## src/rtl/irq_sequencer.sv

```systemverilog
// irq_sequencer: edge-triggered interrupt collector and sequencer for the fetch stage.
// Latches rising edges of irq_src into PENDING, selects the lowest-index enabled
// request, raises alert with the handler vector, and then tracks the interrupt
// through acknowledge and reti so that only one interrupt is outstanding at a time.
//
// Build option: define IRQ_SEQ_SYNC_EN to put a 2-flop synchronizer on every
// irq_src bit ahead of edge detection. This adds two cycles of source latency.
// The default build (macro undefined) treats irq_src as synchronous to clk.
//
// FSM states:
//   state   | meaning
//   IDLE    | no interrupt latched; waiting for an eligible request
//   ALERT   | winner latched in active_id; alert raised, waiting for if_interrupt
//   SERVICE | handler running against the saved PC; waiting for reti
module irq_sequencer #(
  parameter int          NUM_IRQ      = 8,
  parameter logic [31:0] VEC_BASE_RST = 32'h0000_0100
) (
  input  logic               clk,
  input  logic               rst_n,
  input  logic [NUM_IRQ-1:0] irq_src,
  input  logic               if_interrupt,
  input  logic               if_int_mask,
  input  logic               if_stall,
  input  logic               reti,
  input  logic               cfg_we,
  input  logic [1:0]         cfg_addr,
  input  logic [31:0]        cfg_wdata,
  output logic [31:0]        cfg_rdata,
  output logic               alert,
  output logic [31:0]        irq_vector,
  output logic               irq_active,
  output logic [3:0]         active_id
);

  typedef enum logic [1:0] {
    IDLE    = 2'd0,
    ALERT   = 2'd1,
    SERVICE = 2'd2
  } state_t;

  localparam logic [1:0] ADDR_ENABLE   = 2'd0;
  localparam logic [1:0] ADDR_PENDING  = 2'd1;
  localparam logic [1:0] ADDR_STATUS   = 2'd2;
  localparam logic [1:0] ADDR_VEC_BASE = 2'd3;

  state_t             state_q, state_d;
  logic [NUM_IRQ-1:0] src_s;
  logic [NUM_IRQ-1:0] irq_prev_q;
  logic [NUM_IRQ-1:0] pending_q, pending_d;
  logic [NUM_IRQ-1:0] enable_q;
  logic [31:0]        vec_base_q;
  logic [3:0]         active_id_q, active_id_d;
  logic [NUM_IRQ-1:0] edge_det;
  logic [NUM_IRQ-1:0] req;
  logic               req_any;
  logic [3:0]         win_id;
  logic [NUM_IRQ-1:0] w1c_mask;
  logic [NUM_IRQ-1:0] ack_mask;
  logic               ack;
  logic               wr_enable, wr_pending, wr_vec_base;

`ifdef IRQ_SEQ_SYNC_EN
  logic [NUM_IRQ-1:0] sync1_q, sync2_q;

  // Two-stage synchronizer for asynchronous interrupt sources.
  always_ff @(posedge clk or negedge rst_n) begin
    if (!rst_n) begin
      sync1_q <= '0;
      sync2_q <= '0;
    end else begin
      sync1_q <= irq_src;
      sync2_q <= sync1_q;
    end
  end

  assign src_s = sync2_q;
`else
  assign src_s = irq_src;
`endif

  assign edge_det    = src_s & ~irq_prev_q;
  assign req         = pending_q & enable_q;
  assign req_any     = |req;
  assign ack         = (state_q == ALERT) && if_interrupt;
  assign wr_enable   = cfg_we && (cfg_addr == ADDR_ENABLE);
  assign wr_pending  = cfg_we && (cfg_addr == ADDR_PENDING);
  assign wr_vec_base = cfg_we && (cfg_addr == ADDR_VEC_BASE);
  assign w1c_mask    = wr_pending ? cfg_wdata[NUM_IRQ-1:0] : '0;
  assign active_id   = active_id_q;

  // Lowest-index enabled pending request wins; scan high to low so the last hit sticks.
  always_comb begin
    win_id = '0;
    for (int i = NUM_IRQ - 1; i >= 0; i--) begin
      if (req[i]) win_id = 4'(i);
    end
  end

  // One-hot of the latched id, applied only on the acknowledge edge.
  always_comb begin
    ack_mask = '0;
    for (int i = 0; i < NUM_IRQ; i++) begin
      if (ack && (active_id_q == 4'(i))) ack_mask[i] = 1'b1;
    end
  end

  // Clears (W1C and acknowledge) apply first so a same-cycle new edge keeps the bit set.
  always_comb begin
    pending_d = (pending_q & ~(w1c_mask | ack_mask)) | edge_det;
  end

  // Edge history, pending, and software-visible configuration registers.
  always_ff @(posedge clk or negedge rst_n) begin
    if (!rst_n) begin
      irq_prev_q <= '0;
      pending_q  <= '0;
      enable_q   <= '0;
      vec_base_q <= {VEC_BASE_RST[31:4], 4'b0000};
    end else begin
      irq_prev_q <= src_s;
      pending_q  <= pending_d;
      if (wr_enable)   enable_q   <= cfg_wdata[NUM_IRQ-1:0];
      if (wr_vec_base) vec_base_q <= {cfg_wdata[31:4], 4'b0000};
    end
  end

  // FSM state and latched interrupt id.
  always_ff @(posedge clk or negedge rst_n) begin
    if (!rst_n) begin
      state_q     <= IDLE;
      active_id_q <= '0;
    end else begin
      state_q     <= state_d;
      active_id_q <= active_id_d;
    end
  end

  // Next-state and fetch-stage outputs; once in ALERT the request is committed.
  always_comb begin
    state_d     = state_q;
    active_id_d = active_id_q;
    alert       = 1'b0;
    irq_active  = 1'b0;
    irq_vector  = '0;
    case (state_q)
      IDLE: begin
        if (req_any && !if_int_mask && !if_stall) begin
          state_d     = ALERT;
          active_id_d = win_id;
        end
      end
      ALERT: begin
        alert      = 1'b1;
        irq_vector = vec_base_q + 32'({active_id_q, 4'b0000});
        if (if_interrupt) state_d = SERVICE;
      end
      SERVICE: begin
        irq_active = 1'b1;
        if (reti) state_d = IDLE;
      end
      default: begin
        state_d = IDLE;
      end
    endcase
  end

  // Zero-latency register read mux.
  always_comb begin
    cfg_rdata = '0;
    case (cfg_addr)
      ADDR_ENABLE:   cfg_rdata[NUM_IRQ-1:0] = enable_q;
      ADDR_PENDING:  cfg_rdata[NUM_IRQ-1:0] = pending_q;
      ADDR_STATUS:   cfg_rdata = {26'b0, irq_active, alert, active_id_q};
      ADDR_VEC_BASE: cfg_rdata = vec_base_q;
      default:       cfg_rdata = '0;
    endcase
  end

endmodule
```

## config.mk

```make
export PLATFORM = sky130hd
export DESIGN_NAME = irq_sequencer
export DESIGN_NICKNAME = d
export VERILOG_FILES = /design/src/rtl/irq_sequencer.sv
export SDC_FILE = /design/constraint.sdc
export NUM_CORES = 1
export LEC_CHECK = 0
export CORE_ASPECT_RATIO = 1.75
export CORE_MARGIN = 2
export CORE_UTILIZATION = 41
export CTS_BUF_LIST = sky130_fd_sc_hd__clkbuf_2 sky130_fd_sc_hd__clkbuf_4 sky130_fd_sc_hd__clkbuf_8
export DETAILED_ROUTE_END_ITERATION = 16
export PLACE_DENSITY_LB_ADDON = 0.05
export SKIP_CTS_REPAIR_TIMING = 1
export SLEW_MARGIN = 20
export SYNTH_ARGS = -nofsm -noshare
export SYNTH_HDL_FRONTEND = slang
export SYNTH_SLANG_ARGS = --single-unit
```

## constraint.sdc

```tcl
create_clock -name clk -period 2 [get_ports clk]
set_input_delay 0.4 -clock clk [delete_from_list [all_inputs] [get_ports clk]]
set_output_delay 0.4 -clock clk [all_outputs]
set_load 0.01 [all_outputs]
```

After elaboration in Yosys (flattened, before gate mapping):

Index checks and enable logic that the tools add are counted.

* shift-type cells: 0
* equal/unequal tests: 15
* div/mod/pow operators: 0
* multiplexer cells: 26
* $mul: 0
* order comparisons: 0
* $add $sub $neg: 1
* bitwise gates (word level): 7
* reductions and logical operators: 22

Operator list (number)
* $add 32x8->32: 1
* $mux 32: 1
* $pmux 8 s4: 1
* $and 8x8->8: 3
* $mux 24: 1
* $mux 4: 5
* $eq 4x3->1 const B: 4
* $not 8->8: 2
* $or 8x8->8: 2
* $logic_and 1x1->1: 14
* $mux 1: 10
* $mux 3: 3
* $eq 4x2->1 const B: 2
* $mux 8: 1
* $reduce_or 8->1: 1
* $eq 2x2->1 const B: 3
* $mux 2: 3
* $ne 2x2->1 const B: 3
* $pmux 2 s3: 1
* $eq 2x1->1 const B: 2
* $eq 4x1->1 const B: 1
* $logic_not 2->1: 2
* $logic_not 4->1: 1
* $reduce_and 3->1: 1
* 2 further kinds: 3

* bits in writable memories: 0
* bits in latches: 0
* bits of input ports: 49
* flip-flop bits (word level): 58
* memories kept: 0
* memory bits (read-only): 0
* word-level logic and storage cells: 77
* output and inout port bits: 70

Longest topological paths before layout:

Gate-level depths: netlist (run 1).

* depth after elaboration: 9
* mapped depth: 8
* depth with buffers taken out: 7

Worst setup path before layout (run 1):

No wires, ideal clock.

* path type: register to output
* start: register active_id_q[1], in the netlist active_id[1]
* end: output irq_vector[11]
* slack: -0.316 ns
* required time: 1.600 ns
* arrival: 1.916 ns
* cell stages (with the launch flop): 8
* buffers on the path: 1
* cells stage by stage: dfrtp_1 -> ha_1 -> a21oi_1 -> o21ai_0 -> clkbuf_1 -> nand4_1 -> xor2_1 -> nor2_1

* word-level cells in the longest chain between the ends: 2

Ends and longest elaborated chain
* from (decl): RTL line 53 `logic [3:0] active_id_q, active_id_d;`
* from (signal assigned): RTL line 135 `active_id_q <= active_id_d;`
* $add 32x8->32: RTL line 155 `irq_vector = vec_base_q + 32'({active_id_q, 4'b0000});`
* $mux 32: RTL line 146 `case (state_q)`
* to (decl): RTL line 31 `output logic [31:0] irq_vector,`

No other way between the ends.

Worst setup path in the final report (run 1):

* start: register active_id_q[1], in the netlist active_id[1]
* end: output irq_vector[31]

Same word-level chain as after synthesis.

==> metrics.md, run 1 <==
| Metric | Value |
|---|---|
| Startpoint types | `register` |
| Syn_area_per_cell | `9.75 sq um` |
| GPL Wtd Cong | `0.896` |
| PnR worst setup slack | `-0.590 ns` |
| Num CTS Buffers | `9` |
| Max Root-Sink Buffers | `2` |
| Switching power | `1.73 mW` |
| Std cell rows | `43` |
| Crit-path cells | `buf_8 -> ha_4 -> a21oi_4 -> o21ai_2 -> buf_12 -> nand2_1 -> or3_1 -> a21oi_2 -> buf_2` |
| Die ar. | `8920 sq um` |
| Internal power | `3.17 mW` |
| Detail Route Antenna Nets | `0` |
| I/O Buffers | `113` |
| Reg clk slew, reported paths | `0.07 ns` |
| GRT overflow | `0` |
| Static Leak | `2.66 nW` |
| Clock Skews | `0.00816 ns` |
| Root Driver | `clkbuf_8` |
| Setup crit end kind | `output pin` |
| Final nets | `578` |
| Core ar. | `7910 sq um` |
| R2r endpoint | `state_q[0]` |
| Final worst-path cycle share | `129%` |
| Largest net degree at the start of global routing | `58` |
| Crit-path slowest cell | `dfrtp_2` |
| Drc violations | `0` |
| Synth Register Bits | `57` |
| Synth area leaders | `dfrtp_1, mux2_2, xor2_1, and3_1, nand2_1` |
| Status | `finished with violations` |
| CTS tree | `yes` |
| Total track usage | `23.5%` |
| Synth-to-Final Area Change | `61.3%` |
| Top-count cell post-synth | `dfrtp_1` |
| Tot Pwr | `4.90 mW` |
| Num Clock Sinks | `57` |
| Slew Viols, Final | `0` |
| Layout cells sized above 1 | `36.6%` |
| Chip width | `72.3 microns` |
| Fmax | `386 MHz` |
| Setup violations, final | `28` |
| Pre-antenna DRT Iters | `4` |
| Mapped Cells | `343` |
| Fin. Hold Viols | `0` |
| R2R cell count | `5` |
| Non-Filler Instances | `620` |
| Violated checks | `setup timing` |
| Antenna diodes | `0` |
| Net Sw Frac | `35.2%` |
| Seq pwr share | `31.6%` |
| Initial Utilization | `42.3%` |
| Number of global-route vias before repair | `3237` |
| Synth top area share | `41.9%` |
| Clk_lat worst skew | `0.35 ns` |
| Worst path max stage delay | `0.43 ns` |
| First-pass GRT wire length | `15.7 mm` |
| Initial DRC count | `113` |
| Synth cell types | `43` |
| Placed Instances | `590` |
| Wire length per cell | `16.9 microns` |
| Crit Reg-Reg Startpoint | `enable_q[5]` |
| Combinational share of power | `47.4%` |
| Die Span Y | `123 microns` |
| Post-synth EDFFs | `0` |
| Worst Path Class, Setup | `register to output pin` |
| Drt total wl | `10.5 mm` |
| YS warnings | `0` |
| Max_cap viols | `0` |
| Data arrival, critical path | `2.19 ns` |
| H-tree Lvls | `3` |
| Flop2flop setup slack | `0.48 ns` |
| Worst hold path class | `primary input to async pin` |
| VDD IR max | `719 uV` |
| Post-Syn Area | `3340 sq um` |
| CP Data Required Time | `1.60 ns` |
| Via/cell ratio | `5.30` |
| Power share of the clock group | `21.0%` |
| IO Pins | `119` |
| Synth Flop Type | `dfrtp_1` |
| Sequential fraction of the synthesis area | `42.7%` |
| Cell taking the most area after synthesis | `dfrtp_1` |
| DP HPWL | `7.72 mm` |
| Detailed-route via count | `3285` |
| Critical-path maximum fanout | `7` |
| FFs w/ async S/R, synth | `100%` |
| Antenna violations before repair | `0` |
| Synth top cells by count | `dfrtp_1, mux2_2, nand2_1` |
| Power per cell area | `909 nW/um^2` |
| Min Clock Period, post-route | `2.59 ns` |
| RSZ-0062 raised after global routing | `true` |
[critical path: cells and delay by family, from the launching register on]
| family | cells | cell delay, ns |
|---|---|---|
| AND/OR/NAND/NOR | 2 | 0.38 |
| adder cells (fa/ha/maj) | 1 | 0.26 |
| buffers and inverters | 3 | 0.42 |
| flip-flops | 1 | 0.43 |
| AO/OA/AOI/OAI | 3 | 0.35 |
[registers in the layout, indices dropped and copies added (netlist names)]
signal      flops
pending_q       8
active_id       3
enable_q        8
vec_base_q     28
irq_prev_q      8
state_q         2
[power groups by stage]
stage,Clock (mW),Combinational [mW],Sequential (mW)
floorplan,0,0.956,1.62
global placement,0,2.16,1.55
detailed placement,0,2.17,1.56
CTS,1.05,2.18,1.54
global route,1.10,2.51,1.57
finish,1.03,2.33,1.55
[area by class of cell]
class / count / area (sq um)
timing repair buffer: 192 / 1720
clock buffer: 12 / 165
fill: 689 / 2520
clock inverter: 4 / 26.3
inverter: 12 / 45.0
multi-input combinational: 253 / 1890
sequential: 57 / 1430
tap: 90 / 113
[cells by family after synthesis]
kind of cell             share of synthesized area (%)
AND/OR/NAND/NOR                                   21.3
flip-flops                                        42.7
multiplexers                                      15.3
AO/OA/AOI/OAI                                     7.52
buffers and inverters                             5.05
XOR/XNOR                                          6.29
adder cells (fa/ha/maj)                           1.72
other                                            0.112
[per-stage QoR]
stage                     util, %  setup WS (ns)  area [sq um]  hold slack (ns)  setup TNS (ns)
after CTS                    66.3          -1.41          5240           0.0607          -42.99
final                        68.2         -0.590          5390           0.0395          -12.47
after detailed placement     63.8          -1.03          5050            0.416          -34.35
after floorplan                 -        -0.0653          3420            0.104          -0.324
after global routing         68.2         -0.687          5390           0.0570          -14.86
after global placement       63.8         -0.993          5050            0.404          -33.21
[worst max path at each step]
| stage | start | slack, ns | end |
|---|---|---|---|
| finish | active_id[1] | -0.59 | irq_vector[31] |
| global route | active_id[0] | -0.69 | irq_vector[18] |
| CTS | active_id[0] | -1.41 | irq_vector[28] |
| detailed placement | active_id[0] | -1.03 | irq_vector[28] |
| global placement | vec_base_q[4] | -0.99 | irq_vector[28] |
| floorplan | active_id[0] | -0.07 | irq_vector[24] |
[cell usage in the layout, fill, tap and decap left out, types with 11 or more instances in the layout]
master	count
buf_6	11
clkdlybuf4s50_1	65
inv_1	12
o21ai_0	17
nand2_1	25
and3_1	28
buf_2	22
xor2_1	21
nand4_1	12
dlymetal6s2s_1	18
buf_4	63
dfrtp_1	54
mux2_2	36
clkbuf_8	12
nor2_1	27
[per-layer routing]
metal / GRT usage (%) / vias up / part of all wire (%)
li1: - / 1565 / -
met1: 24.6 / 1584 / 36
met2: 44.0 / 118 / 57
met3: 4.81 / 18 / 5.2
met4: 10.1 / 0 / 2.2
met5: 0 / - / 0
No activity file was read; power rests on OpenSTA's default activity.
==> inputs of run 2 (changes only) <==
--- a/config.mk
+++ b/config.mk
@@ -9,8 +9,9 @@
 export CORE_MARGIN = 2
 export CORE_UTILIZATION = 41
 export CTS_BUF_LIST = sky130_fd_sc_hd__clkbuf_2 sky130_fd_sc_hd__clkbuf_4 sky130_fd_sc_hd__clkbuf_8
+export CTS_CLUSTER_SIZE = 12
 export DETAILED_ROUTE_END_ITERATION = 16
-export PLACE_DENSITY_LB_ADDON = 0.05
+export PLACE_DENSITY = 0.82
 export SKIP_CTS_REPAIR_TIMING = 1
 export SLEW_MARGIN = 20
 export SYNTH_ARGS = -nofsm -noshare
==> run 2 against run 1 <==
- the run still ends with setup timing left
- global-route usage rose by 0.29 points
- first-iteration DRC count rose by 50%
- clock-buffer cell count rose by 3
- largest cell class unchanged
- routed wire length rose by 6.4%
- non-clock buffer count rose by 3
==> metrics.md, run 2 (synthesis gave the netlist of run 1 again) <==
| Metric | Value |
|---|---|
| Root Driver | `clkbuf_8` |
| First-pass GRT wire length | `16.2 mm` |
| Placement Cell Area | `5040 sq um` |
| Worst Path Class, Setup | `register to output pin` |
| Reg clk slew, reported paths | `0.07 ns` |
| Fmax | `379 MHz` |
| Initial DRC count | `169` |
| Clk_lat worst skew | `0.34 ns` |
| VDD IR max | `570 uV` |
| GPL Wtd Cong | `0.912` |
| Internal power | `3.22 mW` |
| DP HPWL | `8.01 mm` |
| Status | `finished with violations` |
| H-tree Lvls | `3` |
| Number of global-route vias before repair | `3432` |
| Worst hold path class | `primary input to async pin` |
| R2R cell count | `5` |
| Detail Route Antenna Nets | `0` |
| Crit. Startpoint | `vec_base_q[8]` |
| Final nets | `582` |
| Measured slew at the worst slew-check pin | `0.519 ns` |
| Std cell rows | `43` |
| Total track usage | `23.8%` |
| Core ar. | `7910 sq um` |
| Seq pwr share | `31.4%` |
| Crit Reg-Reg Startpoint | `active_id[1]` |
| PnR worst setup slack | `-0.637 ns` |
| Setup crit end | `irq_vector[25]` |
| Largest net degree at the start of global routing | `29` |
| Final instance area | `5400 sq um` |
| Combinational share of power | `48.5%` |
| Flop2flop setup slack | `0.49 ns` |
| Min Clock Period, post-route | `2.64 ns` |
| Synth-to-Final Area Change | `61.5%` |
| Die ar. | `8920 sq um` |
| Num CTS Buffers | `9` |
| Pre-antenna DRT Iters | `4` |
| CTS tree | `yes` |
| I/O Buffers | `113` |
| Max FFs per register | `28` |
| R2r endpoint | `pending_q[0]` |
| Die Span Y | `123 microns` |
| Power per cell area | `923 nW/um^2` |
| Antenna violations before repair | `0` |
| Max_cap viols | `0` |
| Tot Pwr | `4.99 mW` |
| Slew margin rel. | `65.4%` |
| Switching power | `1.76 mW` |
| Drc violations | `0` |
| Setup crit end kind | `output pin` |
| Slew Viols, Final | `0` |
| Static Leak | `2.66 nW` |
| Net Sw Frac | `35.3%` |
| Clock Skews | `0.0145 ns` |
| Final worst-path cycle share | `132%` |
| Startpoint types | `register` |
| Drt total wl | `11.1 mm` |
| Critical-path maximum fanout | `5` |
| IO Pins | `119` |
| Setup violations, final | `27` |
| Most flop-heavy register | `vec_base_q` |
| CP Data Required Time | `1.60 ns` |
| Max Root-Sink Buffers | `2` |
| RSZ-0062 raised after global routing | `true` |
| Num Clock Sinks | `57` |
| Initial Utilization | `42.3%` |
| Violated checks | `setup timing` |
| Chip width | `72.3 microns` |
| Antenna diodes | `0` |
| Power share of the clock group | `20.1%` |
| Data arrival, critical path | `2.24 ns` |
| Layout cells sized above 1 | `37.5%` |
| Detailed-route via count | `3371` |
| Fin. Hold Viols | `0` |
| Wire length per cell | `17.9 microns` |
| Via/cell ratio | `5.41` |
| GRT overflow | `0` |
| Most frequent cells in the layout | `clkdlybuf4s50_1, buf_4, dfrtp_1, mux2_2, and3_1` |
-- run 2: cell count changes in the layout (fill, tap and decap cells not counted), sizes merged --
cell / previous run / this run
clkbuf: 19 / 24
buf: 102 / 105
clkinv: 3 / 0
dlymetal6s2s: 18 / 15
clkdlybuf4s50: 65 / 66
clkinvlp: 1 / 0
nor2b: 3 / 4
-- run 2: worst max-delay path, stage by stage, from the launching register on --
cell	delay, ns
dfstp_2	0.54
nand4_1	0.13
nor3b_2	0.29
buf_4	0.17
buf_6	0.11
buf_6	0.11
nand4b_1	0.12
xor2_1	0.19
nor2_1	0.10
buf_2	0.14
-- run 2: stage by stage --
stage | std cells | setup TNS (ns) | util (%) | hold WS (ns) | setup slack (ns)
final | 623 | -13.36 | 68.3 | 0.0288 | -0.637
after global routing | 623 | -15.66 | 68.3 | 0.0525 | -0.760
after CTS | 605 | -44.67 | 66.0 | 0.0249 | -1.45
after detailed placement | 590 | -34.52 | 63.7 | 0.400 | -1.07
after global placement | 590 | -31.82 | 63.7 | 0.399 | -0.955
after floorplan | 347 | -0.324 | - | 0.104 | -0.0653
-- run 2: worst min path at each step --
stage / start / cells past startpoint / endpoint / slack [ns]
floorplan: rst_n / 0 / active_id[0] / 0.10
global placement: rst_n / 1 / irq_prev_q[6] / 0.40
detailed placement: rst_n / 1 / irq_prev_q[7] / 0.40
CTS: rst_n / 1 / vec_base_q[19] / 0.02
global route: rst_n / 1 / enable_q[6] / 0.05
finish: rst_n / 1 / vec_base_q[19] / 0.03
-- run 2: layer usage --
metal	vias up	global-route usage [%]	share of wire, %
li1	1576	-	-
met1	1658	24.6	35
met2	124	45.9	58
met3	13	3.99	4.8
met4	0	9.43	1.6
met5	-	0	0
-- run 2: area by class of cell --
class                      instances  area [sq um]
timing repair buffer             195          1700
fill                             625          2510
tap                               90           113
sequential                        57          1430
multi-input combinational        254          1930
inverter                          12          45.0
clock buffer                      15           181
-- run 2: power groups by stage --
stage / clock network [mW] / registers (mW) / logic (mW)
after detailed placement: 0 / 1.57 / 2.15
after global routing: 1.06 / 1.58 / 2.59
after floorplan: 0 / 1.62 / 0.956
after CTS: 1.02 / 1.55 / 2.16
after global placement: 0 / 1.55 / 2.10
final: 1.00 / 1.56 / 2.42
==> inputs of run 3 (changes only) <==
--- a/config.mk
+++ b/config.mk
@@ -11,9 +11,8 @@
 export CTS_BUF_LIST = sky130_fd_sc_hd__clkbuf_2 sky130_fd_sc_hd__clkbuf_4 sky130_fd_sc_hd__clkbuf_8
 export CTS_CLUSTER_SIZE = 12
 export DETAILED_ROUTE_END_ITERATION = 16
-export PLACE_DENSITY = 0.82
+export PLACE_DENSITY = 0.79
 export SKIP_CTS_REPAIR_TIMING = 1
-export SLEW_MARGIN = 20
 export SYNTH_ARGS = -nofsm -noshare
 export SYNTH_HDL_FRONTEND = slang
 export SYNTH_SLANG_ARGS = --single-unit
==> constraint.sdc (replaced) <==
create_clock -name clk -period 3.4 [get_ports clk]
set_input_delay 0.68 -clock clk [delete_from_list [all_inputs] [get_ports clk]]
set_output_delay 0.68 -clock clk [all_outputs]
set_load 0.01 [all_outputs]
==> run 3 against run 2 <==
- the run now ends clean
- flip-flop and latch count unchanged
- global-route usage decreased by 0.98 points
- register-to-register slack improved by 1.3 ns
- clock skew decreased by 0.0093 ns
- worst setup slack improved by 0.75 ns
- largest power group unchanged
==> metrics.md, run 3 (synthesis gave the netlist of run 1 again) <==
| Metric | Value |
|---|---|
| Net Sw Frac | `33.9%` |
| IO Pins | `119` |
| Num CTS Buffers | `9` |
| Largest net degree at the start of global routing | `39` |
| Core ar. | `7910 sq um` |
| GRT overflow | `0` |
| Synth-to-Final Area Change | `43.6%` |
| Chip width | `72.3 microns` |
| Layout cells sized above 1 | `16.2%` |
| Initial DRC count | `175` |
| Clock Skews | `0.00522 ns` |
| Max FFs per register | `28` |
| GPL Wtd Cong | `0.861` |
| Detailed-route via count | `3030` |
| Measured slew at the worst slew-check pin | `0.694 ns` |
| Fmax | `304 MHz` |
| Pre-antenna DRT Iters | `4` |
| Placed Instances | `537` |
| First-pass GRT wire length | `15.3 mm` |
| Die ar. | `8920 sq um` |
| RSZ-0062 raised after global routing | `false` |
| Tot Pwr | `2.61 mW` |
| Crit-path slowest cell | `clkdlybuf4s50_1` |
| Critical-path maximum fanout | `13` |
| I/O Buffers | `113` |
| Worst path max stage delay | `0.56 ns` |
| Antenna violations before repair | `0` |
| Reg clk slew, reported paths | `0.06 ns` |
| Antenna diodes | `0` |
| Worst path bufs/invs | `3` |
| Startpoint types | `register` |
| Slew margin rel. | `53.5%` |
| Std cell rows | `43` |
| Switching power | `0.884 mW` |
| Clk_lat worst skew | `0.34 ns` |
| Worst Path Class, Setup | `register to output pin` |
| Die Span Y | `123 microns` |
| Static Leak | `2.05 nW` |
| Wire length per cell | `17.7 microns` |
| Initial Utilization | `42.3%` |
| Setup crit end kind | `output pin` |
| Delay-heaviest family, CP | `buffers and inverters` |
| Crit-path cells | `buf_4 -> ha_1 -> a21oi_1 -> o21ai_1 -> buf_6 -> nand4_1 -> xor2_1 -> nor2_1 -> clkdlybuf4s50_1` |
| Most flop-heavy register | `vec_base_q` |
| Final worst-path cycle share | `96.7%` |
| Final nets | `512` |
| Seq pwr share | `36.7%` |
| Combinational share of power | `39.0%` |
| Most common cell after layout, fill and taps aside | `clkdlybuf4s50_1` |
| Multi-input gate area | `1770 sq um` |
| Most frequent cells in the layout | `clkdlybuf4s50_1, dfrtp_1, mux2_2, nand2_1, and3_1` |
| Detail Route Antenna Nets | `0` |
| Post-Route Utilization | `60.7%` |
| Max Root-Sink Buffers | `2` |
| Num Clock Sinks | `57` |
| Max_cap viols | `0` |
| Worst hold path class | `primary input to async pin` |
| Power share of the clock group | `24.3%` |
| Total track usage | `22.8%` |
| DP HPWL | `7.32 mm` |
| CTS tree | `yes` |
| Non-Filler Instances | `554` |
| Power per cell area | `543 nW/um^2` |
| CP Data Required Time | `2.72 ns` |
| Fin. Hold Viols | `0` |
| Drt total wl | `9.79 mm` |
| Root Driver | `clkbuf_8` |
| H-tree Lvls | `3` |
| Data arrival, critical path | `2.61 ns` |
| Internal power | `1.72 mW` |
| Drc violations | `0` |
| Min Clock Period, post-route | `3.29 ns` |
| Via/cell ratio | `5.47` |
| Number of global-route vias before repair | `3106` |
| Number of fill cells | `692` |
| Slew Viols, Final | `0` |
| Status | `finished clean` |
| Setup violations, final | `0` |
| Reg area | `1430 sq um` |
| VDD IR max | `426 uV` |
| Final hold slack | `0.385 ns` |
-- run 3: cell count changes in the layout (fill, tap and decap cells not counted), sizes merged --
cell           previous run  this run
buf                     105        14
bufinv                    0         1
clkbuf                   24        13
clkdlybuf4s50            66       111
clkinv                    0         2
dlymetal6s2s             15         1
nor2b                     4         3
-- run 3: metal layers --
metal,part of all wire [%],track usage (%)
met5,0,0
met4,2.4,10.5
met3,5.3,3.83
met2,57,42.8
met1,35,24.1
-- run 3: final cells by class --
type                    count  share of cell area [%]
well taps                  90                    2.35
clock buffers              13                    3.34
flip-flops and latches     57                    29.7
inverters                  12                   0.938
repair buffers            126                    25.9
multi-input cells         253                    36.9
clock inverters             3                   0.834
-- run 3: power by group through the flow --
| stage | combinational, mW | sequential, mW | clock (mW) |
|---|---|---|---|
| 2_1_floorplan | 0.513 | 0.944 | 0 |
| 3_5_place_dp | 1.00 | 0.965 | 0 |
| 4_1_cts | 1.01 | 0.953 | 0.649 |
| 6_report | 1.02 | 0.957 | 0.635 |
| 5_1_grt | 1.10 | 0.977 | 0.674 |
| 3_3_place_gp | 0.986 | 0.955 | 0 |
-- run 3: worst paths after layout --
kind / start / end / slack (ns) / cells after the start
hold reg to reg: irq_prev_q[2] / pending_q[2] / 0.43 / 1
hold / removal: rst_n / irq_prev_q[0] / 0.39 / 1
setup / recovery: active_id[1] / irq_vector[11] / 0.11 / 9
setup reg to reg: state_q[1] / pending_q[3] / 1.82 / 5
min in group clk: irq_prev_q[2] / pending_q[2] / 0.43 / 1
max in group asynchronous: rst_n / vec_base_q[8] / 2.15 / 2
-- run 3: metrics by stage --
stage | instance area, sq um | TNS, ns | setup slack [ns]
5_1_grt | 4800 | 0 | 0.00265
3_3_place_gp | 4580 | 0 | 0.170
3_5_place_dp | 4580 | 0 | 0.0935
4_1_cts | 4780 | -2.65 | -0.279
2_1_floorplan | 3360 | 0 | 0.804
6_report | 4800 | 0 | 0.111
